$ cat config.mk
export PLATFORM = sky130hd
export DESIGN_NAME = merge10_leaf_flat
export DESIGN_NICKNAME = d
export VERILOG_FILES = /design/src/rtl/merge10_leaf_if.sv /design/src/rtl/merge10_leaf.sv /design/src/flat_wrapper.sv
export SDC_FILE = /design/constraint.sdc
export NUM_CORES = 1
export LEC_CHECK = 0
export BUFFER_PORTS_ARGS = -buffer_cell sky130_fd_sc_hd__buf_2
export CELL_PAD_IN_SITES_DETAIL_PLACEMENT = 0
export CELL_PAD_IN_SITES_GLOBAL_PLACEMENT = 2
export CORE_MARGIN = 1.5
export CORE_UTILIZATION = 33
export DETAILED_ROUTE_END_ITERATION = 12
export GPL_TIMING_DRIVEN = 0
export PLACE_DENSITY_LB_ADDON = 0.1
export SLEW_MARGIN = 10
export SYNTH_ARGS = -nofsm -noshare
export SYNTH_HDL_FRONTEND = slang
export SYNTH_SLANG_ARGS = --single-unit
$ cat constraint.sdc
create_clock -name CLK -period 5.5 [get_ports CLK]
set_input_delay 0.55 -clock CLK [delete_from_list [all_inputs] [get_ports CLK]]
set_output_delay 0.55 -clock CLK [all_outputs]
set_load 0.005 [all_outputs]
$ cat src/rtl/merge10_leaf_if.sv
// Handshake bundle for the two-input flit merger: two producer channels,
// one merged output channel and the source tag travelling with it.
interface merge10_leaf_if #(
    parameter int unsigned W = 9
);
    logic         In0_valid;
    logic         In0_ready;
    logic [W-1:0] In0_data;
    logic         In1_valid;
    logic         In1_ready;
    logic [W-1:0] In1_data;
    logic         Out_valid;
    logic         Out_ready;
    logic [W-1:0] Out_data;
    logic         S;

    modport slave (
        input  In0_valid, In0_data, In1_valid, In1_data, Out_ready,
        output In0_ready, In1_ready, Out_valid, Out_data, S
    );

    modport master (
        output In0_valid, In0_data, In1_valid, In1_data, Out_ready,
        input  In0_ready, In1_ready, Out_valid, Out_data, S
    );
endinterface

$ cat src/rtl/merge10_leaf.sv
// Two-input flit merger: round-robin arbiter with optional packet lock,
// feeding a 2-entry output FIFO that carries {source, flit}.
module merge10_leaf #(
    parameter int unsigned W        = 9,
    parameter bit          PKT_LOCK = 1'b1
) (
    input logic           CLK,
    input logic           RESET,
    merge10_leaf_if.slave bus
);
    localparam int unsigned ENTRY_W = W + 1;

    typedef enum logic [1:0] {IDLE, LOCK0, LOCK1} state_t;

    state_t               state_q, state_d;
    logic                 last_q, last_d;
    logic [1:0]           count_q;
    logic                 rd_q, wr_q;
    logic [ENTRY_W-1:0]   mem_q [2];

    logic                 grant0, grant1;
    logic                 push0, push1, push, pop;
    logic                 src, tail;
    logic [W-1:0]         push_data;

    // Arbitration and lock tracking; nothing is granted while full or in reset.
    always_comb begin
        state_d = state_q;
        last_d  = last_q;
        grant0  = 1'b0;
        grant1  = 1'b0;

        if (!RESET && count_q != 2'd2) begin
            case (state_q)
                LOCK0:   grant0 = 1'b1;
                LOCK1:   grant1 = 1'b1;
                default: begin
                    if (bus.In0_valid && bus.In1_valid) begin
                        grant0 = last_q;
                        grant1 = !last_q;
                    end else begin
                        grant0 = bus.In0_valid;
                        grant1 = bus.In1_valid;
                    end
                end
            endcase
        end

        push0     = grant0 & bus.In0_valid;
        push1     = grant1 & bus.In1_valid;
        push      = push0 | push1;
        src       = push1;
        push_data = push1 ? bus.In1_data : bus.In0_data;
        tail      = push_data[W-1];

        if (push) begin
            last_d = src;
            if (PKT_LOCK) begin
                if (state_q == IDLE) begin
                    if (!tail) state_d = src ? LOCK1 : LOCK0;
                end else if (tail) begin
                    state_d = IDLE;
                end
            end
        end
    end

    assign pop           = (count_q != 2'd0) && bus.Out_ready;
    assign bus.In0_ready = grant0;
    assign bus.In1_ready = grant1;
    assign bus.Out_valid = (count_q != 2'd0);
    assign bus.Out_data  = mem_q[rd_q][W-1:0];
    assign bus.S         = mem_q[rd_q][W];

    // Control state; last resets to 1 so In0 wins the first contention.
    always_ff @(posedge CLK) begin
        if (RESET) begin
            state_q <= IDLE;
            last_q  <= 1'b1;
            count_q <= 2'd0;
            rd_q    <= 1'b0;
            wr_q    <= 1'b0;
        end else begin
            state_q <= state_d;
            last_q  <= last_d;
            count_q <= count_q + 2'(push) - 2'(pop);
            if (push) wr_q <= ~wr_q;
            if (pop)  rd_q <= ~rd_q;
        end
    end

    // FIFO storage needs no reset; contents are ignored while empty.
    always_ff @(posedge CLK) begin
        if (push) mem_q[wr_q] <= {src, push_data};
    end
endmodule

$ cat src/flat_wrapper.sv
// flat-port wrapper written by rule: the top's interface ports become plain ports
module merge10_leaf_flat 
#(
    parameter int unsigned W        = 9,
    parameter bit          PKT_LOCK = 1'b1
)
  (CLK, RESET, bus_In0_valid, bus_In0_data, bus_In1_valid, bus_In1_data, bus_Out_ready, bus_In0_ready, bus_In1_ready, bus_Out_valid, bus_Out_data, bus_S);
  merge10_leaf_if #(.W(W)) bus_i ();
  input logic CLK;
  input logic RESET;
  input wire logic [$bits(bus_i.In0_valid)-1:0] bus_In0_valid;
  input wire logic [$bits(bus_i.In0_data)-1:0] bus_In0_data;
  input wire logic [$bits(bus_i.In1_valid)-1:0] bus_In1_valid;
  input wire logic [$bits(bus_i.In1_data)-1:0] bus_In1_data;
  input wire logic [$bits(bus_i.Out_ready)-1:0] bus_Out_ready;
  output wire logic [$bits(bus_i.In0_ready)-1:0] bus_In0_ready;
  output wire logic [$bits(bus_i.In1_ready)-1:0] bus_In1_ready;
  output wire logic [$bits(bus_i.Out_valid)-1:0] bus_Out_valid;
  output wire logic [$bits(bus_i.Out_data)-1:0] bus_Out_data;
  output wire logic [$bits(bus_i.S)-1:0] bus_S;
  assign bus_i.In0_valid = bus_In0_valid;
  assign bus_i.In0_data = bus_In0_data;
  assign bus_i.In1_valid = bus_In1_valid;
  assign bus_i.In1_data = bus_In1_data;
  assign bus_i.Out_ready = bus_Out_ready;
  assign bus_In0_ready = bus_i.In0_ready;
  assign bus_In1_ready = bus_i.In1_ready;
  assign bus_Out_valid = bus_i.Out_valid;
  assign bus_Out_data = bus_i.Out_data;
  assign bus_S = bus_i.S;
  merge10_leaf #(.W(W), .PKT_LOCK(PKT_LOCK)) u_core (.CLK(CLK), .RESET(RESET), .bus(bus_i));
endmodule
======== After elaboration in Yosys (flattened, before gate mapping) ========
Memories as Yosys holds them, arrays and structs flattened. A register that Yosys moved wholly into a read port is not among the register bits.
Cells that the tools add are included.
word-level totals
  flip-flop bits (word level) ............. 7
  RAM bits ................................ 20
  input port bits ......................... 23
  output and inout bits ................... 13
  logic and storage cells ................. 41
  memories ................................ 1
cells by class
  $add $sub $neg .......................... 2
  equal/unequal tests ..................... 4
  muxes and demuxes ....................... 15
  bitwise logic cells ..................... 5
  reductions and logical operators ........ 9
memory list
  name          words  width  rd ports  clocked after Yosys merged registers in  write ports  RTL line            RTL
  u_core.mem_q  2      10     1         1                                        1            merge10_leaf.sv:19  logic [ENTRY_W-1:0] mem_q [2];
operator list
  cell                                                                   number
  9-bit two-way mux                                                      1
  1-bit two-way mux                                                      8
  2-bit two-way mux                                                      4
  2-bit inequality test, second input constant                           2
  1-bit case mux with 2 select lines                                     2
  2-bit nonzero test                                                     2
  1-bit logical AND                                                      3
  3-bit AND reduction                                                    1
  2-bit by 1-bit adder with 2-bit output                                 1
  1-bit AND                                                              2
  2-bit by 1-bit equality test with 1-bit output, second input constant  1
  2-bit equality test, second input constant                             1
  1-bit zero test                                                        2
  2-bit zero test                                                        1
  1-bit NOT                                                              2
  2-bit by 1-bit subtractor with 2-bit output                            1
  1-bit bitwise OR                                                       1

======== Longest topological paths before layout ========
Gate-level depths: netlist of run 1.
  depth in word-level cells ............... 8
  mapped depth ............................ 7
  gate-level depth less buffers ........... 7

======== Worst setup path before layout of run 1 ========
Ideal clock, no wire load.
  path kind ............................... reg2reg
  start ................................... register u_core.state_q[0]
  end ..................................... memory u_core.mem_q[0][0] in the netlist's numbering, enable pin
  setup time .............................. 0.390 ns
  data arrival time ....................... 1.724 ns
  slack ................................... 3.386 ns
  stages on the path, launching flop included .. 6
  buffers on the path ..................... 0
  path through ............................ dfxtp_1 > inv_1 > ha_1 > nand2b_1 > a22oi_2 > nor3_1
on the way
  longest elaborated chain between the ends .. 7
  elaborated cells on any way between the ends .. 11
RTL lines
  what                                                                                          RTL line                                RTL
  from (decl)                                                                                   merge10_leaf.sv:15                      state_t state_q, state_d;
  from (signal assigned)                                                                        merge10_leaf.sv:84                      state_q <= state_d;
  2-bit equality test / 2-bit by 1-bit equality test with 1-bit output (equally long branches)  merge10_leaf.sv:34                      case (state_q)
  1-bit case mux with 2 select lines                                                            merge10_leaf.sv:34
  1-bit two-way mux                                                                             merge10_leaf.sv:33                      if (!RESET && count_q != 2'd2) begin
  1-bit AND, on equally long branches                                                           merge10_leaf.sv:49, merge10_leaf.sv:50
  1-bit bitwise OR (*)                                                                          merge10_leaf.sv:51                      push = push0 | push1;
  1-bit two-way mux (*)                                                                         merge10_leaf.sv:94                      if (push) mem_q[wr_q] <= {src, push_data};
  1-bit two-way mux (implied by the code) (*)                                                   merge10_leaf.sv:94
  to (decl)                                                                                     merge10_leaf.sv:19
Mark *: on every way between the ends. The rest lies on a longest branch, timed or not.

======== Final worst setup path of run 1 ========
  start ................................... register u_core.state_q[0]
  end ..................................... memory u_core.mem_q[1][4] in the netlist's numbering, enable pin
The elaborated chain is that of the path after synthesis.

==> results.toml, run 1 <==
[sta]
drv_slew = 0
period_needed_ns = 2.39
fin_hold_ws_ns = 0.491
hold_viol = 0
finalSetupViolCount = 0
max_freq_ghz = 0.418
postLayoutSetupSlackWorst_ns = 3.11
finalSetupTns_ns = 0
min_period_over_period = 0.435
rsz0062_at_grt = "no"
slew_headroom = 0.440
worst_pin_slew_ns = 0.836
fin_skew_ns = 0.00393

[flow_run]
maxCapViolCount = 0

[routing]
drtIter0Drc = 87
antenna_left = 0
vias_per_cell = 4.82
drc = 0
wirelength_um = 2510
via_count = 936
dr.pass1.iters = 4
wl_per_cell_um = 12.9

[floorplanning]
coreArea_mm2 = 0.00397
io_pins = 36
die_w_um = 67.1
rows = 23
dieHeight_um = 67.1
die-area_mm2 = 0.00450
start_util = 0.342

[clock_network]
clk_pin_slew_ns = 0.10
clockBufferDepth = 2
hold_buffers = 0
cts_made_buffers = 3
cts_setup_buffers = 0
htreeDepth = 1
cts.sinks = 28
cts_tree = "yes"
cts_root_buf = "clkbuf_8"
cts-resized-gates = 0
insertion_delay_ns = 0.27

[global_routing]
grtUsageMet3 = 0.0304
grt.met2_usage = 0.202
grt_pass1_wl_um = 4170
antenna_found_initial = 0
first_global_vias = 903
grt.met1_usage = 0.166
grt_usage = 0.129
gr-total-overflow = 0
busiest_layer = "met2"
grt_max_degree = 17

[worst_setup_path]
crit_fanout = 10
worstRegToRegCells = 6
cp-end-kind = "register"
required_ns = 5.42
worstPathArrival_ns = 2.31
path_class = "register to register"
start_kind = "register"
ff2ff_setup_slack_ns = 3.11

[layout]
fillers = 390
fin_cells = 194
antenna_cells = 0
area_delta_synth_final_pct = 23.2
final_core_util = 0.421
layout-drive-gt1-share = 0.451
layout.nets = 172

[power_and_ir_drop]
vdd_drop_max_mv = 0.125
power_density_mw_per_mm2 = 395
leakage_uw = 0.000646

[synth]
syn_area_per_cell_um2 = 12.9
synth-seq-cells = 28
synth_ff_type = "edfxtp_1"
yosysWarningCount = 0
syn_inst = 105
ys_types = 31
syn-num-nets = 132
synth_area_mm2 = 0.00136
synth-edff-count = 20
ys_async_sr_fraction = 0
synth-seq-area-share = 0.561

[placed_design]
io_buffers = 35
routabilityCongestion = 0.746
dp.cells = 190
place_worst_setup_slack_ns = 3.11
dp_hpwl_um = 1770

[min_path]
worstHoldPathCells = 1
hp-class = "register to register"

[status]
status = "finished, final reports clean"
final cells by class:
cell class	instances	area (um2)	share of cell area
inverters	5	18.8	0.0112
repair buffers	35	175	0.105
clock buffers	3	41.3	0.0247
well taps	50	62.6	0.0375
multi-input cells	68	558	0.334
plain buffers	4	23.8	0.0142
flip-flops and latches	28	761	0.455
clock inverters	1	30.0	0.0180
worst max-delay path, cell delays in order, from the launching register on:
cell and delay, ns:
dfxtp_1 0.41, inv_1 0.10, ha_1 0.38, nand2b_1 0.13
a22oi_2 0.13, nor2_1 0.37, and2_1 0.52
worst paths after layout:
| kind | from | to |
|---|---|---|
| max | u_core.state_q[0] | u_core.mem_q[1][4] |
| min | u_core.last_q | u_core.last_q |
| max reg2reg | u_core.state_q[0] | u_core.mem_q[1][4] |
| min reg2reg | u_core.last_q | u_core.last_q |
metrics by stage:
| stage | instance area (um2) | total power [uW] |
|---|---|---|
| 6_report | 1670 | 659 |
| 5_1_grt | 1670 | 707 |
| 4_1_cts | 1670 | 670 |
| 3_5_place_dp | 1600 | 505 |
| 3_3_place_gp | 1590 | 500 |
| 2_1_floorplan | 1360 | 434 |
cell usage in the layout (no fill, tap or decap), types with 2 or more instances in the layout:
cell type,count
nor3_1,3
clkbuf_1,2
dfxtp_1,8
ha_1,4
nor2_1,7
mux2_2,19
inv_1,5
and2_1,2
edfxtp_1,20
nand2_1,5
nand3b_1,3
buf_2,36
nand2b_1,3
xnor2_1,3
a21oi_1,3
clkbuf_8,3
flip-flops by register name, summed over array words and instances (netlist names), named ones only:
register        flops
u_core.rd_q         1
u_core.count_q      2
u_core.state_q      2
u_core.mem_q       20
u_core.last_q       1
u_core.wr_q         1
synthesized netlist by cell type, drive strengths merged, types with 2 or more instances:
cell / count / share of area
a21oi: 3 / 0.011
and2: 2 / 0.0092
buf: 2 / 0.012
clkbuf: 2 / 0.0055
dfxtp: 8 / 0.12
edfxtp: 20 / 0.44
ha: 4 / 0.037
inv: 5 / 0.014
mux2: 19 / 0.16
nand2: 5 / 0.014
nand2b: 3 / 0.014
nand3b: 3 / 0.017
nor2: 7 / 0.019
nor3: 4 / 0.015
or3: 2 / 0.013
xnor2: 3 / 0.019
logic make-up after synthesis:
group	synth area share
simple gates	0.114
flops	0.561
mux	0.158
compound gates	0.0729
buf+inv	0.0314
xor+xnor	0.0258
fa+ha+maj	0.0369
layer usage:
metal | share of wire | up-vias
met2 | 0.46 | 27
met5 | 0 | -
met3 | 0.052 | 4
met4 | 0.014 | 0
li1 | - | 461
met1 | 0.48 | 444
where the power goes:
group / switching [uW] / total, uW / internal (uW)
clock network: 65.1 / 163 / 97.4
registers: 14.0 / 285 / 271
logic: 104 / 212 / 107
total: 183 / 659 / 476
(Power assumes the default switching activity.)
==> run 2: changes to the inputs <==
==> constraint.sdc (replaced) <==
create_clock -name CLK -period 2.48 [get_ports CLK]
set_input_delay 0.248 -clock CLK [delete_from_list [all_inputs] [get_ports CLK]]
set_output_delay 0.248 -clock CLK [all_outputs]
set_load 0.005 [all_outputs]
==> results.toml, run 2 (synthesis results as in run 1) <==
[clock_network]
hold_buffers = 0
cts_setup_buffers = 0
clk_pin_slew_ns = 0.10
cts_made_buffers = 3
cts.sinks = 28
htreeDepth = 1
cts_tree = "yes"
clockBufferDepth = 2
cts_root_buf = "clkbuf_8"
insertion_delay_ns = 0.27

[routing]
vias_per_cell = 4.82
drc = 0
dr.pass1.iters = 4
wirelength_um = 2510
via_count = 936
drtIter0Drc = 87
wl_per_cell_um = 12.9
antenna_left = 0

[layout]
largest_reg_flops = 20
fillers = 389
register_area_um2 = 761
final_common_cell = "buf_2"
layout-drive-gt1-share = 0.458
post-route-cell-area_mm2 = 0.00167
reg_top3 = "u_core.mem_q: 20 flops, u_core.count_q: 2 flops, u_core.state_q: 2 flops"
regMostFlops = "u_core.mem_q"
layout_common_cells = "buf_2, edfxtp_1, mux2_2"
fin_cells = 194
area_delta_synth_final_pct = 23.2
antenna_cells = 0
layout.nets = 172
multiInputGateArea_um2 = 559
final_core_util = 0.421

[sta]
hold_viol = 0
min_period_over_period = 0.915
rsz0062_at_grt = "no"
worst_pin_slew_ns = 0.836
finalSetupViolCount = 0
drv_slew = 0
slew_headroom = 0.440
max_freq_ghz = 0.441
period_needed_ns = 2.27
postLayoutSetupSlackWorst_ns = 0.211
fin_skew_ns = 0.00393

[power_and_ir_drop]
switching_power_uw = 406
p_clk_frac = 0.247
power_density_mw_per_mm2 = 875
vdd_drop_max_mv = 0.277
leakage_uw = 0.000647
power_frac_seq = 0.432
combPwrFrac = 0.321
p_int_uw = 1060
switching_share = 0.278

[worst_setup_path]
path_class = "register to register"
cp_slowest_cell = "dfxtp_1"
worstRegToRegCells = 7
path_buf_inv = 2
slowest_delay_ns = 0.41
crit_fanout = 11
required_ns = 2.51
crit_family = "flip-flops"
start_kind = "register"
cp-end-kind = "register"
cp_num_cells = 7
worstPathArrival_ns = 2.30
path_cells = "inv_1 > ha_1 > nand2b_1 > o211ai_1 > nor2_1 > buf_2 > mux2_2"

[placed_design]
io_buffers = 35
dp_hpwl_um = 1770
placed_area_mm2 = 0.00160
dp.cells = 190
routabilityCongestion = 0.746
place_worst_setup_slack_ns = 0.0941

[global_routing]
antenna_found_initial = 0
grt_max_degree = 17
gr-total-overflow = 0
grt_usage = 0.129
first_global_vias = 903
grt_pass1_wl_um = 4170

[floorplanning]
start_util = 0.342
die_w_um = 67.1
dieHeight_um = 67.1
rows = 23
coreArea_mm2 = 0.00397
die-area_mm2 = 0.00450
io_pins = 36

[min_path]
hp-class = "input pin to register"
worstHoldPathCells = 3

[status]
status = "finished, final reports clean"

[flow_run]
maxCapViolCount = 0
-- run 2: changes by cell type in the layout (fill, tap and decap cells not counted) --
cell / delta
and2_1: -1
and2_2: +1
-- run 2: worst register-to-register path, delay by kind of cell (launching register included) --
kind	cells	cell delay, ns
buffers and inverters	2	0.39
AO/OA/AOI/OAI	1	0.17
multiplexers	1	0.39
adder cells (fa/ha/maj)	1	0.38
flip-flops	1	0.41
AND/OR/NAND/NOR	2	0.29
-- run 2: per-stage QoR --
stage | hold slack (ns) | total power, uW | setup TNS (ns)
6_report | 0.280 | 1460 | 0
2_1_floorplan | 0.416 | 963 | 0
3_3_place_gp | 0.463 | 1110 | -2.09
4_1_cts | 0.271 | 1490 | 0
3_5_place_dp | 0.468 | 1120 | 0
5_1_grt | 0.276 | 1570 | 0
-- run 2: metal layers --
layer | GRT usage | part of all wire | vias up
met4 | 0.0612 | 0.014 | 0
met2 | 0.202 | 0.46 | 27
li1 | - | - | 461
met1 | 0.166 | 0.48 | 444
met3 | 0.0304 | 0.052 | 4
met5 | 0 | 0 | -
-- run 2: final cells by class --
type,count,share of cell area
well taps,50,0.0374
inverters,5,0.0112
plain buffers,4,0.0142
clock inverters,1,0.0180
multi-input cells,68,0.335
repair buffers,35,0.105
clock buffers,3,0.0247
flip-flops and latches,28,0.455
-- run 2: timing repair --
action | CTS | global route
resized for setup | 0 | 1
endpoints found under the hold margin | 0 | 0
endpoints found under the setup margin | 0 | 10
-- run 2: final timing paths --
| check | slack [ns] | to | start |
|---|---|---|---|
| hold / removal | 0.28 | u_core.last_q | bus_In0_valid |
| setup reg to reg | 0.21 | u_core.mem_q[1][2] | u_core.state_q[0] |
| hold reg to reg | 0.49 | u_core.last_q | u_core.last_q |
| setup / recovery | 0.21 | u_core.mem_q[1][2] | u_core.state_q[0] |
-- run 2: power groups by stage --
stage	combinational [uW]	clock (uW)	sequential, uW
after global routing	533	394	642
after global placement	471	0	639
after detailed placement	476	0	644
final	470	360	632
after CTS	479	374	633
after floorplan	330	0	633
